$ cat src/rtl/pixel_array_ctrl.sv
// Frame sequencer for the four-pixel array: erase, expose, ramp convert, per-pixel readout.
// Outputs are registered decodes of the next state, so there is no combinational path; there is no backpressure and start is ignored while busy.
module pixel_array_ctrl #(
    parameter int C_ERASE   = 5,
    parameter int C_EXPOSE  = 255,
    parameter int C_CONVERT = 255,
    parameter int C_READ    = 5
) (
    input  logic       clk,
    input  logic       reset,
    input  logic       start,
    output logic       erase,
    output logic       expose,
    output logic       convert,
    output logic [3:0] read,
    output logic       data_oe,
    output logic [7:0] data_cnt,
    input  logic [7:0] data_in,
    output logic [7:0] pix_data,
    output logic [1:0] pix_idx,
    output logic       pix_valid,
    output logic       busy,
    output logic       frame_done
);

    typedef enum logic [2:0] {
        S_IDLE,
        S_ERASE,
        S_EXPOSE,
        S_CONVERT,
        S_READ
    } state_t;

    localparam logic [8:0] ERASE_LAST   = 9'(C_ERASE - 1);
    localparam logic [8:0] EXPOSE_LAST  = 9'(C_EXPOSE - 1);
    localparam logic [8:0] CONVERT_LAST = 9'(C_CONVERT - 1);
    localparam logic [8:0] READ_LAST    = 9'(C_READ - 1);

    state_t     state;
    logic [8:0] cnt;
    logic [1:0] pix_sel;

    always_ff @(posedge clk) begin
        if (reset) begin
            state      <= S_IDLE;
            cnt        <= '0;
            pix_sel    <= '0;
            erase      <= 1'b0;
            expose     <= 1'b0;
            convert    <= 1'b0;
            read       <= '0;
            data_oe    <= 1'b0;
            data_cnt   <= '0;
            pix_data   <= '0;
            pix_idx    <= '0;
            pix_valid  <= 1'b0;
            busy       <= 1'b0;
            frame_done <= 1'b0;
        end else begin
            pix_valid  <= 1'b0;
            frame_done <= 1'b0;
            case (state)
                S_IDLE: begin
                    if (start) begin
                        state <= S_ERASE;
                        cnt   <= '0;
                        erase <= 1'b1;
                        busy  <= 1'b1;
                    end
                end
                S_ERASE: begin
                    if (cnt == ERASE_LAST) begin
                        state  <= S_EXPOSE;
                        cnt    <= '0;
                        erase  <= 1'b0;
                        expose <= 1'b1;
                    end else begin
                        cnt <= cnt + 9'd1;
                    end
                end
                S_EXPOSE: begin
                    if (cnt == EXPOSE_LAST) begin
                        state    <= S_CONVERT;
                        cnt      <= '0;
                        expose   <= 1'b0;
                        convert  <= 1'b1;
                        data_oe  <= 1'b1;
                        data_cnt <= '0;
                    end else begin
                        cnt <= cnt + 9'd1;
                    end
                end
                S_CONVERT: begin
                    // data_cnt tracks the phase counter so the ramp code equals the convert cycle index
                    if (cnt == CONVERT_LAST) begin
                        state    <= S_READ;
                        cnt      <= '0;
                        convert  <= 1'b0;
                        data_oe  <= 1'b0;
                        data_cnt <= '0;
                        pix_sel  <= '0;
                        read     <= 4'b0001;
                    end else begin
                        cnt      <= cnt + 9'd1;
                        data_cnt <= data_cnt + 8'd1;
                    end
                end
                S_READ: begin
                    if (cnt == READ_LAST) begin
                        cnt       <= '0;
                        pix_data  <= data_in;
                        pix_idx   <= pix_sel;
                        pix_valid <= 1'b1;
                        if (pix_sel == 2'd3) begin
                            frame_done <= 1'b1;
                            read       <= '0;
                            pix_sel    <= '0;
                            // start seen on the final read cycle chains straight into the next frame
                            if (start) begin
                                state <= S_ERASE;
                                erase <= 1'b1;
                            end else begin
                                state <= S_IDLE;
                                busy  <= 1'b0;
                            end
                        end else begin
                            pix_sel <= pix_sel + 2'd1;
                            read    <= read << 1;
                        end
                    end else begin
                        cnt <= cnt + 9'd1;
                    end
                end
                default: begin
                    state   <= S_IDLE;
                    cnt     <= '0;
                    pix_sel <= '0;
                    erase   <= 1'b0;
                    expose  <= 1'b0;
                    convert <= 1'b0;
                    read    <= '0;
                    data_oe <= 1'b0;
                    busy    <= 1'b0;
                end
            endcase
        end
    end

endmodule

$ cat config.mk
export PLATFORM = sky130hd
export DESIGN_NAME = pixel_array_ctrl
export DESIGN_NICKNAME = d
export VERILOG_FILES = /design/src/rtl/pixel_array_ctrl.sv
export SDC_FILE = /design/constraint.sdc
export NUM_CORES = 1
export LEC_CHECK = 0
export ABC_AREA = 1
export ABC_CLOCK_PERIOD_IN_PS = 2560
export BUFFER_PORTS_ARGS = -buffer_cell sky130_fd_sc_hd__buf_2
export CAP_MARGIN = 15
export CORE_MARGIN = 3
export CORE_UTILIZATION = 59
export DETAILED_ROUTE_END_ITERATION = 16
export PLACE_DENSITY = 0.84
export SYNTH_ARGS = -nofsm -noshare
export SYNTH_HDL_FRONTEND = slang
export SYNTH_SLANG_ARGS = --single-unit
$ cat constraint.sdc
create_clock -name clk -period 2.56 [get_ports clk]
set_input_delay 0.512 -clock clk [delete_from_list [all_inputs] [get_ports clk]]
set_output_delay 0.512 -clock clk [all_outputs]
set_load 0.005 [all_outputs]
# Yosys cells after proc, flatten, opt, wreduce, memory -nomap -nowiden

Cells that the tools add are included.

Register bits: 42
Memory bits (read-only): 0
Latch bits: 0
Logic and storage cells: 95
Memories kept: 0
Memory bits (writable): 0
Input port bits: 11

Divide/modulo/power cells: 0
$mul: 0
Magnitude comparators: 0
Equal/unequal tests: 14
Bitwise gates (word level): 7
Add/subtract/negate cells: 3
Reduce and logical (&&, ||, !) cells: 18
Shifts and indexed selects: 0
Multiplexer cells: 40

Operators by type and width:

| kind                                           | number |
|---|---|
| two-way mux 9 bit                              | 3 |
| one-hot mux 9 bit (3 select lines)             | 1 |
| two-way mux 3 bit                              | 6 |
| two-way mux 8 bit                              | 2 |
| one-hot mux 8 bit (2 select lines)             | 1 |
| one-hot mux 3 bit (5 select lines)             | 1 |
| OR reduction 3 bit                             | 5 |
| two-way mux 1 bit                              | 14 |
| != test 2 bit (second input constant)          | 7 |
| two-way mux 4 bit                              | 3 |
| one-hot mux 4 bit (3 select lines)             | 1 |
| adder 9 x 1 -> 9 bit (second input constant)   | 1 |
| == test 9 x 3 -> 1 bit (second input constant) | 1 |
| == test 9 x 8 -> 1 bit (second input constant) | 1 |
| one-hot mux 1 bit (3 select lines)             | 3 |
| AND reduction 3 bit                            | 3 |
| adder 8 x 1 -> 8 bit (second input constant)   | 1 |
| NOT 1 bit                                      | 7 |
| == test 3 x 2 -> 1 bit (second input constant) | 2 |
| two-way mux 2 bit                              | 3 |
| one-hot mux 2 bit (3 select lines)             | 1 |
| AND reduction 6 bit                            | 1 |
| OR reduction 2 bit                             | 3 |
| AND reduction 5 bit                            | 1 |
| 9 further kinds                                | 10 |

# Logic depth before layout (Yosys ltp)

Gate-level depths: netlist (run 1).

Depth in word-level cells: 4
Depth in mapped cells: 11

# Worst setup path after synthesis (run 1)

Ideal clock, no wire load.

Path kind: register -> register
Start point: register cnt[0]
End point: register read[1]
Path buffers: 0
Stages on the path, launching flop included: 10
Arrival time: 1.277 ns
Slack: 1.168 ns
Path through: dfxtp_1 > inv_1 > ha_1 > nand2_1 > nor2_1 > nand2_2 > nand2_4 > nand3_2 > o21ai_0 > nor2_1

Longest elaborated chain between the ends: 3
Elaborated cells between the ends (all ways): 5

Ends and longest elaborated chain:

| item                                                             | line    | source |
|---|---|---|
| start, declared                                                  | 40      | `logic [8:0] cnt;` |
| start signal, assigned                                           | 78      | `cnt <= cnt + 9'd1;` |
| start signal, assigned                                           | 90      | `cnt <= cnt + 9'd1;` |
| start signal, assigned                                           | 104     | `cnt <= cnt + 9'd1;` |
| == test 9 x 8 -> 1 bit or == test 9 x 3 -> 1 bit (tied branches) | 95, 109 |  |
| != test 2 bit (no line)                                          | -       |  |
| AND reduction 3 bit (no line) *                                  | -       |  |
| end signal, assigned                                             | 128     | `read <= read << 1;` |
| end, declared                                                    | 15      | `output logic [3:0] read,` |

Mark *: on every way between the ends. The rest lies on a longest branch, timed or not.
A chain may end at the register's enable or synchronous reset.

# Worst setup path in the final report (run 1)

Start point: register cnt[0]
End point: register pix_data[0]

Longest elaborated chain between the ends: 2

Ends and longest elaborated chain:

| item                          | line | source |
|---|---|---|
| == test 9 x 3 -> 1 bit        | 109  | `if (cnt == READ_LAST) begin` |
| AND reduction 2 bit (no line) | -    |  |
| end signal, assigned          | 111  | `pix_data <= data_in;` |
| end, declared                 | 19   | `output logic [7:0] pix_data,` |

Every way passes these cells.

==> results.tsv, run 1 <==
metric	value	unit
status	complete, no violations	
min_path_type	primary input to register	
antenna_found_initial	0	
grtUsageTotal	23.6	%
final_area	0.00242	mm²
maxSlewViolCount	0	
finalSetupViolCount	0	
die_area	0.00430	mm²
cp_max_fo	12	
fill_cells	292	
syn_to_final_growth	15.6	%
critPathLaunch	cnt[0]	
portBuffers	39	
leakage	1.14	nW
overflow	0	
syn-num-nets	311	
yosysTopAreaCell	dfxtp_1	
syn_inst	295	
yosysSeqAreaShare	40.1	%
dpl.hpwl	3.26	mm
min_period_over_period	66.1	%
worstSetupPathType	register to register	
maxCapViolations	0	
core-area	0.00339	mm²
period_needed	1690	ps
htreeDepth	2	
max_freq	591	MHz
powerDensity	949	mW/mm²
io_pins	40	
clock_skew	14.6	ps
cts_setup_buffers	0	
avgSynthCellArea	7.10	µm²
holdCritStartpoint	data_in[2]	
grt_max_degree	16	
multi_input_area	0.00109	mm²
grt_pass1_wl	7.80	mm
grt_pass1_vias	1857	
synth_area_leaders	dfxtp_1, nor2_1, nand2_1, o21ai_0, inv_1	
finalSetupTns	0	ps
clk_pin_slew	120	ps
ctsRootBufferMaster	clkbuf_4	
ys_async_sr_fraction	0	%
firstDrtPassIters	5	
slew_headroom	71.3	%
drt-total-wl	4.47	mm
num_rows	21	
antenna_cells	0	
hold_viol	0	
gp_congestion	0.919	
drt-initial-drc-count	134	
placed_area	0.00232	mm²
clock-sinks	42	
final_common_cell	nor2_1	
whs	377	ps
dieWidth	65.6	µm
critPathCaptureType	register	
cts_hold_buf	0	
vdd_ir_drop_max	0.000619	V
cts_made_buffers	5	
fin_ws	868	ps
clk_path_buf_depth	2	
viasPerCell	5.18	
synth_edf_count	0	
layout.nets	352	
initial_core_util	61.8	%
ys_types	30	
worstMarginPinSlew	431	ps
cp-start-kind	register	
drt-wirelength-per-cell	11.7	µm
final_cell_mix	nor2_1, nand2_1, dfxtp_1	
synth-seq-cells	42	
clkLatencyLatePin	360	ps
netlist.area_leader.share	40.1	%
r2r-start	cnt[0]	
num_vias	1983	
place_ws	883	ps
drc	0	
regArea	841	µm²
synth_ff_type	dfxtp_1	
ys_warn_count	0	
grt_setup_unrepaired	no	
antenna_left	0	
worstPathRequired	2860	ps
syn_area	0.00210	mm²
layout-drive-gt1-share	21.7	%
cts_tree	built	
critPathArrivalTime	1990	ps
die_y	65.6	µm
total_power	2.30	mW
cts_resized	0	
[sequential cells by signal, indices dropped and copies added (netlist names)]
register and cells:
cnt 9, busy 1, expose 1, data_cnt 8, data_oe 1, state 3, frame_done 1, erase 1
pix_sel 2, pix_idx 2, pix_valid 1, read 4, pix_data 8
[routing by layer]
| layer | share of wire [%] | track usage, % | vias to the layer above |
|---|---|---|---|
| met3 | 5.0 | 6.15 | 10 |
| met4 | 2.1 | 12.4 | 0 |
| li1 | - | - | 1033 |
| met2 | 48 | 39.4 | 57 |
| met1 | 45 | 27.5 | 883 |
| met5 | 0 | 0 | - |
[stage by stage]
stage | utilization (%) | cells
after floorplan | - | 295
after CTS | 71.5 | 383
after detailed placement | 68.4 | 375
after global routing | 71.5 | 383
final | 71.5 | 383
after global placement | 68.4 | 375
[worst max-delay path: stages, from the launching register on]
cell     delay (ps)
dfxtp_1         400
inv_1            90
ha_1            190
nand2_1          60
nor2_1           40
nand2_1         130
nor2_1           60
buf_4           160
inv_1           300
nor2_1           90
nor2_1          110
[area by class of cell]
class	count	share of cell area, %
flip-flops and latches	42	34.7
repair buffers	41	8.67
multi-input cells	215	45.0
well taps	46	2.37
inverters	31	4.85
clock inverters	3	2.84
clock buffers	5	1.55
[power by group]
part / internal, mW / switching, mW
Clock: 0.305 / 0.226
Combinational: 0.328 / 0.596
Sequential: 0.743 / 0.101
Total: 1.38 / 0.923
[synthesized netlist by cell type, types with 3 or more instances]
cell,number
o21ai_0,31
nand3_2,4
nand3_1,16
a21oi_1,17
nor2_1,62
nand2_2,5
nor3_1,3
nand2_4,3
dfxtp_1,42
nor3b_2,3
buf_4,3
ha_1,5
inv_1,26
nand2_1,52
nand4_1,3
inv_2,4
[cells by family (layout without fill, tap and decap cells)]
kind of cell	after synthesis	in the layout	share of synthesized area (%)
adder cells (fa/ha/maj)	5	5	2.99
flip-flops	42	42	40.1
AO/OA/AOI/OAI	54	54	13.6
buffers and inverters	38	80	7.82
AND/OR/NAND/NOR	156	156	35.5
[worst paths after layout]
kind,endpoint,slack [ps],cells past startpoint
worst max-delay path,pix_data[0],870,10
worst min-delay path,pix_data[2],380,3
worst max register to register,pix_data[0],870,10
worst min register to register,busy,470,2
(Power assumes the default switching activity.)
==> run 2, diff against run 1 <==
- ABC_CLOCK_PERIOD_IN_PS: 2560 -> 1600
- CORE_UTILIZATION: 59 -> 55
- PLACE_DENSITY: 0.84 -> 0.79
- clock period: 2.56 -> 1.6 ns (I/O delays scaled with it)
==> results.tsv, run 2 (same netlist as run 1, synthesis figures left out) <==
metric	value	unit	change
status	complete, no violations		unchanged
top_regs	cnt (9), data_cnt (8), pix_data (8)		unchanged
num_vias	2105		was 1,983
critPathCaptureType	register		unchanged
clock_skew	10.2	ps	was 14.6 ps
max_freq	653	MHz	was 591 MHz
antenna_found_initial	0		unchanged
critPathArrivalTime	1720	ps	was 1990 ps
drt-wirelength-per-cell	13.1	µm	was 11.7 µm
grt_setup_unrepaired	yes		was no
min_path_type	primary input to register		unchanged
grt_pass1_wl	8.28	mm	was 7.80 mm
clk_pin_slew	80	ps	was 120 ps
dpl.hpwl	3.58	mm	was 3.26 mm
grt_max_degree	14		was 16
cp_max_fo	7		was 12
final_common_cell	nor2_1		unchanged
core-area	0.00349	mm²	was 0.00339 mm²
total_power	4.26	mW	was 2.30 mW
syn_to_final_growth	25.2	%	was 15.6%
drt-total-wl	5.18	mm	was 4.47 mm
cts_tree	built		unchanged
largest-register	cnt		unchanged
layout.nets	364		was 352
num_rows	21		unchanged
final_cell_mix	nor2_1, nand2_1, dfxtp_1, buf_2, o21ai_0		was nor2_1, nand2_1, dfxtp_1
finalSetupViolCount	0		unchanged
gp_congestion	0.900		was 0.919
dieWidth	67.7	µm	was 65.6 µm
cp-start-kind	register		unchanged
maxCapViolations	0		unchanged
powerDensity	1620	mW/mm²	was 949 mW/mm²
leakage	1.24	nW	was 1.14 nW
grtUsageTotal	23.7	%	was 23.6%
antenna_cells	0		unchanged
io_pins	40		unchanged
clock-sinks	42		unchanged
worstPathRequired	1790	ps	was 2860 ps
slew_headroom	74.7	%	was 71.3%
worstMarginPinSlew	376	ps	was 431 ps
final_core_util	75.1	%	was 71.5%
overflow	0		unchanged
grt_pass1_vias	1891		was 1,857
placed_area	0.00240	mm²	was 0.00232 mm²
clkLatencyLatePin	290	ps	was 360 ps
clk_path_buf_depth	2		unchanged
vdd_ir_drop_max	0.00124	V	was 0.000619 V
viasPerCell	5.33		was 5.18
portBuffers	39		unchanged
ctsRootBufferMaster	clkbuf_8		was clkbuf_4
largest_register_ffs	9		unchanged
whs	246	ps	was 377 ps
final_area	0.00262	mm²	was 0.00242 mm²
placed_cells	386		was 375
firstDrtPassIters	4		was 5
die_area	0.00459	mm²	was 0.00430 mm²
hold_viol	0		unchanged
min_period_over_period	95.7	%	was 66.1%
drc	0		unchanged
layout-drive-gt1-share	29.2	%	was 21.7%
die_y	67.7	µm	was 65.6 µm
drt-initial-drc-count	162		was 134
worstSetupPathType	register to register		unchanged
htreeDepth	2		unchanged
maxSlewViolCount	0		unchanged
final_cells	395		was 383
period_needed	1530	ps	was 1690 ps
antenna_left	0		unchanged
initial_core_util	60.0	%	was 61.8%
cts_made_buffers	5		unchanged
==> run 2: cell types whose count changed in the layout (fill, tap and decap cells not counted), sizes merged <==
cell    delta
clkbuf     +1
clkinv     -1
buf       +12
==> run 2: worst paths after layout <==
| path | startpoint | endpoint | slack [ps] | cells past startpoint |
|---|---|---|---|---|
| hold / removal | data_in[0] | pix_data[0] | 250 | 3 |
| setup reg to reg | state[0] | pix_sel[0] | 70 | 8 |
| hold reg to reg | busy | busy | 480 | 2 |
| setup / recovery | state[0] | pix_sel[0] | 70 | 8 |
==> run 2: area by class of cell <==
cell class | instances | area (µm²)
repair buffers | 53 | 304
multi-input cells | 215 | 1150
well taps | 46 | 57.6
clock inverters | 2 | 60.1
clock buffers | 6 | 82.6
fillers | 289 | 871
inverters | 31 | 120
flip-flops and latches | 42 | 845
==> run 2: metrics by stage <==
step	setup TNS (ps)	setup WS (ps)
after floorplan	0	208
after global placement	0	92.1
after detailed placement	-4.65	-4.65
after CTS	0	29.8
after global routing	-154	-48.6
final	0	68.4
==> run 2: worst max-delay path, stage by stage (launching register included) <==
cell	delay, ps
dfxtp_2	420
nor2_4	70
buf_4	170
nand2_2	180
inv_1	80
nand2_2	110
nand3_4	140
o21ai_0	200
nor2_1	60
==> run 2: what timing repair did <==
item	CTS	global route
setup buffers	0	1
pin swaps	0	5
hold buffers	0	0
setup endpoints to repair	3	31
cloned	0	0
resized for setup	3	26
==> run 2: metal layers <==
layer	global-route usage, %	vias to the layer above	wire, µm
met3	3.99	14	273
met2	41.8	71	2610
li1	-	1066	-
met1	28.5	954	2200
met4	9.11	0	100
met5	0	-	0
==> run 2: power by group <==
group	internal, mW	leakage (nW)	switching, mW
clock	0.666	0.0714	0.369
sequential	1.20	0.341	0.152
combinational	0.696	0.829	1.18
==> run 3, diff against run 2 <==
- ABC_CLOCK_PERIOD_IN_PS: 1600 -> 1850
- CORE_UTILIZATION: 55 -> 45
- PLACE_DENSITY: 0.79 -> 0.67
- clock period: 1.6 -> 1.85 ns (I/O delays scaled with it)
==> results.tsv, run 3 (same netlist as run 1, synthesis figures left out) <==
metric	value	unit	change
leakage	1.13	nW	was 1.24 nW
die_area	0.00551	mm²	was 0.00459 mm²
clk_path_buf_depth	2		unchanged
dieWidth	74.2	µm	was 67.7 µm
finalSetupTns	0	ps	unchanged
grt_pass1_wl	7.66	mm	was 8.28 mm
hold_viol	0		unchanged
critPathLaunch	cnt[0]		was state[0]
finalSetupViolCount	0		unchanged
die_y	74.2	µm	was 67.7 µm
initial_core_util	47.5	%	was 60.0%
clk_pin_slew	70	ps	was 80 ps
ctsRootBufferMaster	clkbuf_8		unchanged
num_vias	1969		was 2,105
critPathSlowestCell	dfxtp_1		was dfxtp_2
vdd_ir_drop_max	0.000674	V	was 0.00124 V
powerDensity	1250	mW/mm²	was 1620 mW/mm²
layout.nets	352		was 364
final_area	0.00242	mm²	was 0.00262 mm²
grt_setup_unrepaired	no		was yes
cts_resized	0		was 3
worstMarginPinSlew	383	ps	was 376 ps
cts_setup_buffers	0		unchanged
fill_cells	431		was 289
syn_to_final_growth	15.3	%	was 25.2%
cp_cell_sequence	inv_1 -> ha_1 -> nand2_1 -> nor2_1 -> nand2_2 -> nand2_4 -> nand3_2 -> o21ai_0 -> nor2_1		was nor2_4 -> buf_4 -> nand2_2 -> inv_1 -> nand2_2 -> nand3_4 -> o21ai_0 -> nor2_1
firstDrtPassIters	4		unchanged
r2r-start	cnt[0]		was state[0]
maxSlewViolCount	0		unchanged
viasPerCell	5.06		was 5.33
maxCapViolations	0		unchanged
wl_met2	2.09	mm	was 2.61 mm
htreeDepth	2		unchanged
clock-sinks	42		unchanged
io_pins	40		unchanged
placed_cells	381		was 386
total_power	3.02	mW	was 4.26 mW
critPathArrivalTime	1810	ps	was 1720 ps
clock_skew	3.23	ps	was 10.2 ps
top_layer	met4		unchanged
layout-drive-gt1-share	21.4	%	was 29.2%
multi_input_area	0.00109	mm²	was 0.00115 mm²
min_path_type	primary input to register		unchanged
worstSetupPathType	register to register		unchanged
worstPathRequired	2040	ps	was 1790 ps
antenna_left	0		unchanged
portBuffers	39		unchanged
clkLatencyLatePin	290	ps	about the same
cts_tree	built		unchanged
grt_pass1_vias	1796		was 1,891
antenna_found_initial	0		unchanged
top_regs	cnt (9), data_cnt (8), pix_data (8)		unchanged
holdCritStartpoint	data_in[7]		was data_in[0]
final_common_cell	nor2_1		unchanged
max_stage_delay	340	ps	was 420 ps
antenna_cells	0		unchanged
slew_headroom	74.5	%	was 74.7%
drt-wirelength-per-cell	11.4	µm	was 13.1 µm
largest-register	cnt		unchanged
cts_made_buffers	5		unchanged
largest_register_ffs	9		unchanged
cp_common_cell	nor2_1		was nand2_2
drt-initial-drc-count	143		was 162
grtUsageTotal	17.7	%	was 23.7%
final_cells	389		was 395
drt-total-wl	4.44	mm	was 5.18 mm
critPathCaptureType	register		unchanged
status	complete, no violations		unchanged
dpl.hpwl	3.26	mm	was 3.58 mm
cp-start-kind	register		unchanged
gp_congestion	0.889		was 0.900
wl_met3	238	µm	was 273 µm
min_period_over_period	87.9	%	was 95.7%
regArea	841	µm²	was 845 µm²
cts_hold_buf	0		unchanged
final_cell_mix	nor2_1, nand2_1, dfxtp_1		was nor2_1, nand2_1, dfxtp_1, buf_2, o21ai_0
max_freq	615	MHz	was 653 MHz
num_rows	24		was 21
cp_max_fo	7		unchanged
placed_area	0.00232	mm²	was 0.00240 mm²
core-area	0.00441	mm²	was 0.00349 mm²
drc	0		unchanged
overflow	0		unchanged
grt_max_degree	28		was 14
period_needed	1630	ps	was 1530 ps
wl_met1	2.04	mm	was 2.20 mm
## run 3: path summary, 6_finish.rpt
kind / cells after the start / end / slack (ps)
worst min register to register: 2 / busy / 460
worst max-delay path: 9 / read[0] / 220
worst min-delay path: 3 / pix_data[7] / 300
worst max register to register: 9 / read[0] / 220
## run 3: power by group
part | internal [mW] | leakage, nW | total, mW | switching [mW]
Clock | 0.301 | 0.0482 | 0.596 | 0.295
Combinational | 0.453 | 0.745 | 1.26 | 0.807
Sequential | 1.03 | 0.340 | 1.16 | 0.134
## run 3: worst max-delay path: cells and delay by family (launching register included)
kind            cells  cell delay [ps]
simple gates        6              710
fa+ha+maj           1              150
flops               1              340
compound gates      1              210
buf+inv             1              100
## run 3: cell type report
| type | count | share of cell area (%) |
|---|---|---|
| clock inverter | 1 | 0.207 |
| timing repair buffer | 41 | 8.70 |
| tap | 52 | 2.69 |
| inverter | 31 | 4.87 |
| clock buffer | 7 | 3.57 |
| multi-input combinational | 215 | 45.2 |
| sequential | 42 | 34.8 |
## run 3: through the flow
| step | hold WS [ps] | util, % | setup WS (ps) |
|---|---|---|---|
| 4_1_cts | 293 | 54.7 | 221 |
| 6_report | 301 | 54.7 | 225 |
| 5_1_grt | 296 | 54.7 | 68.1 |
| 3_5_place_dp | 451 | 52.7 | 239 |
| 3_3_place_gp | 451 | 52.7 | 237 |
| 2_1_floorplan | 455 | - | 458 |
## run 3: metal layers
| metal | up-vias | track usage (%) |
|---|---|---|
| met5 | - | 0 |
| li1 | 1034 | - |
| met1 | 882 | 22.5 |
| met4 | 0 | 6.52 |
| met2 | 46 | 29.1 |
| met3 | 7 | 4.73 |
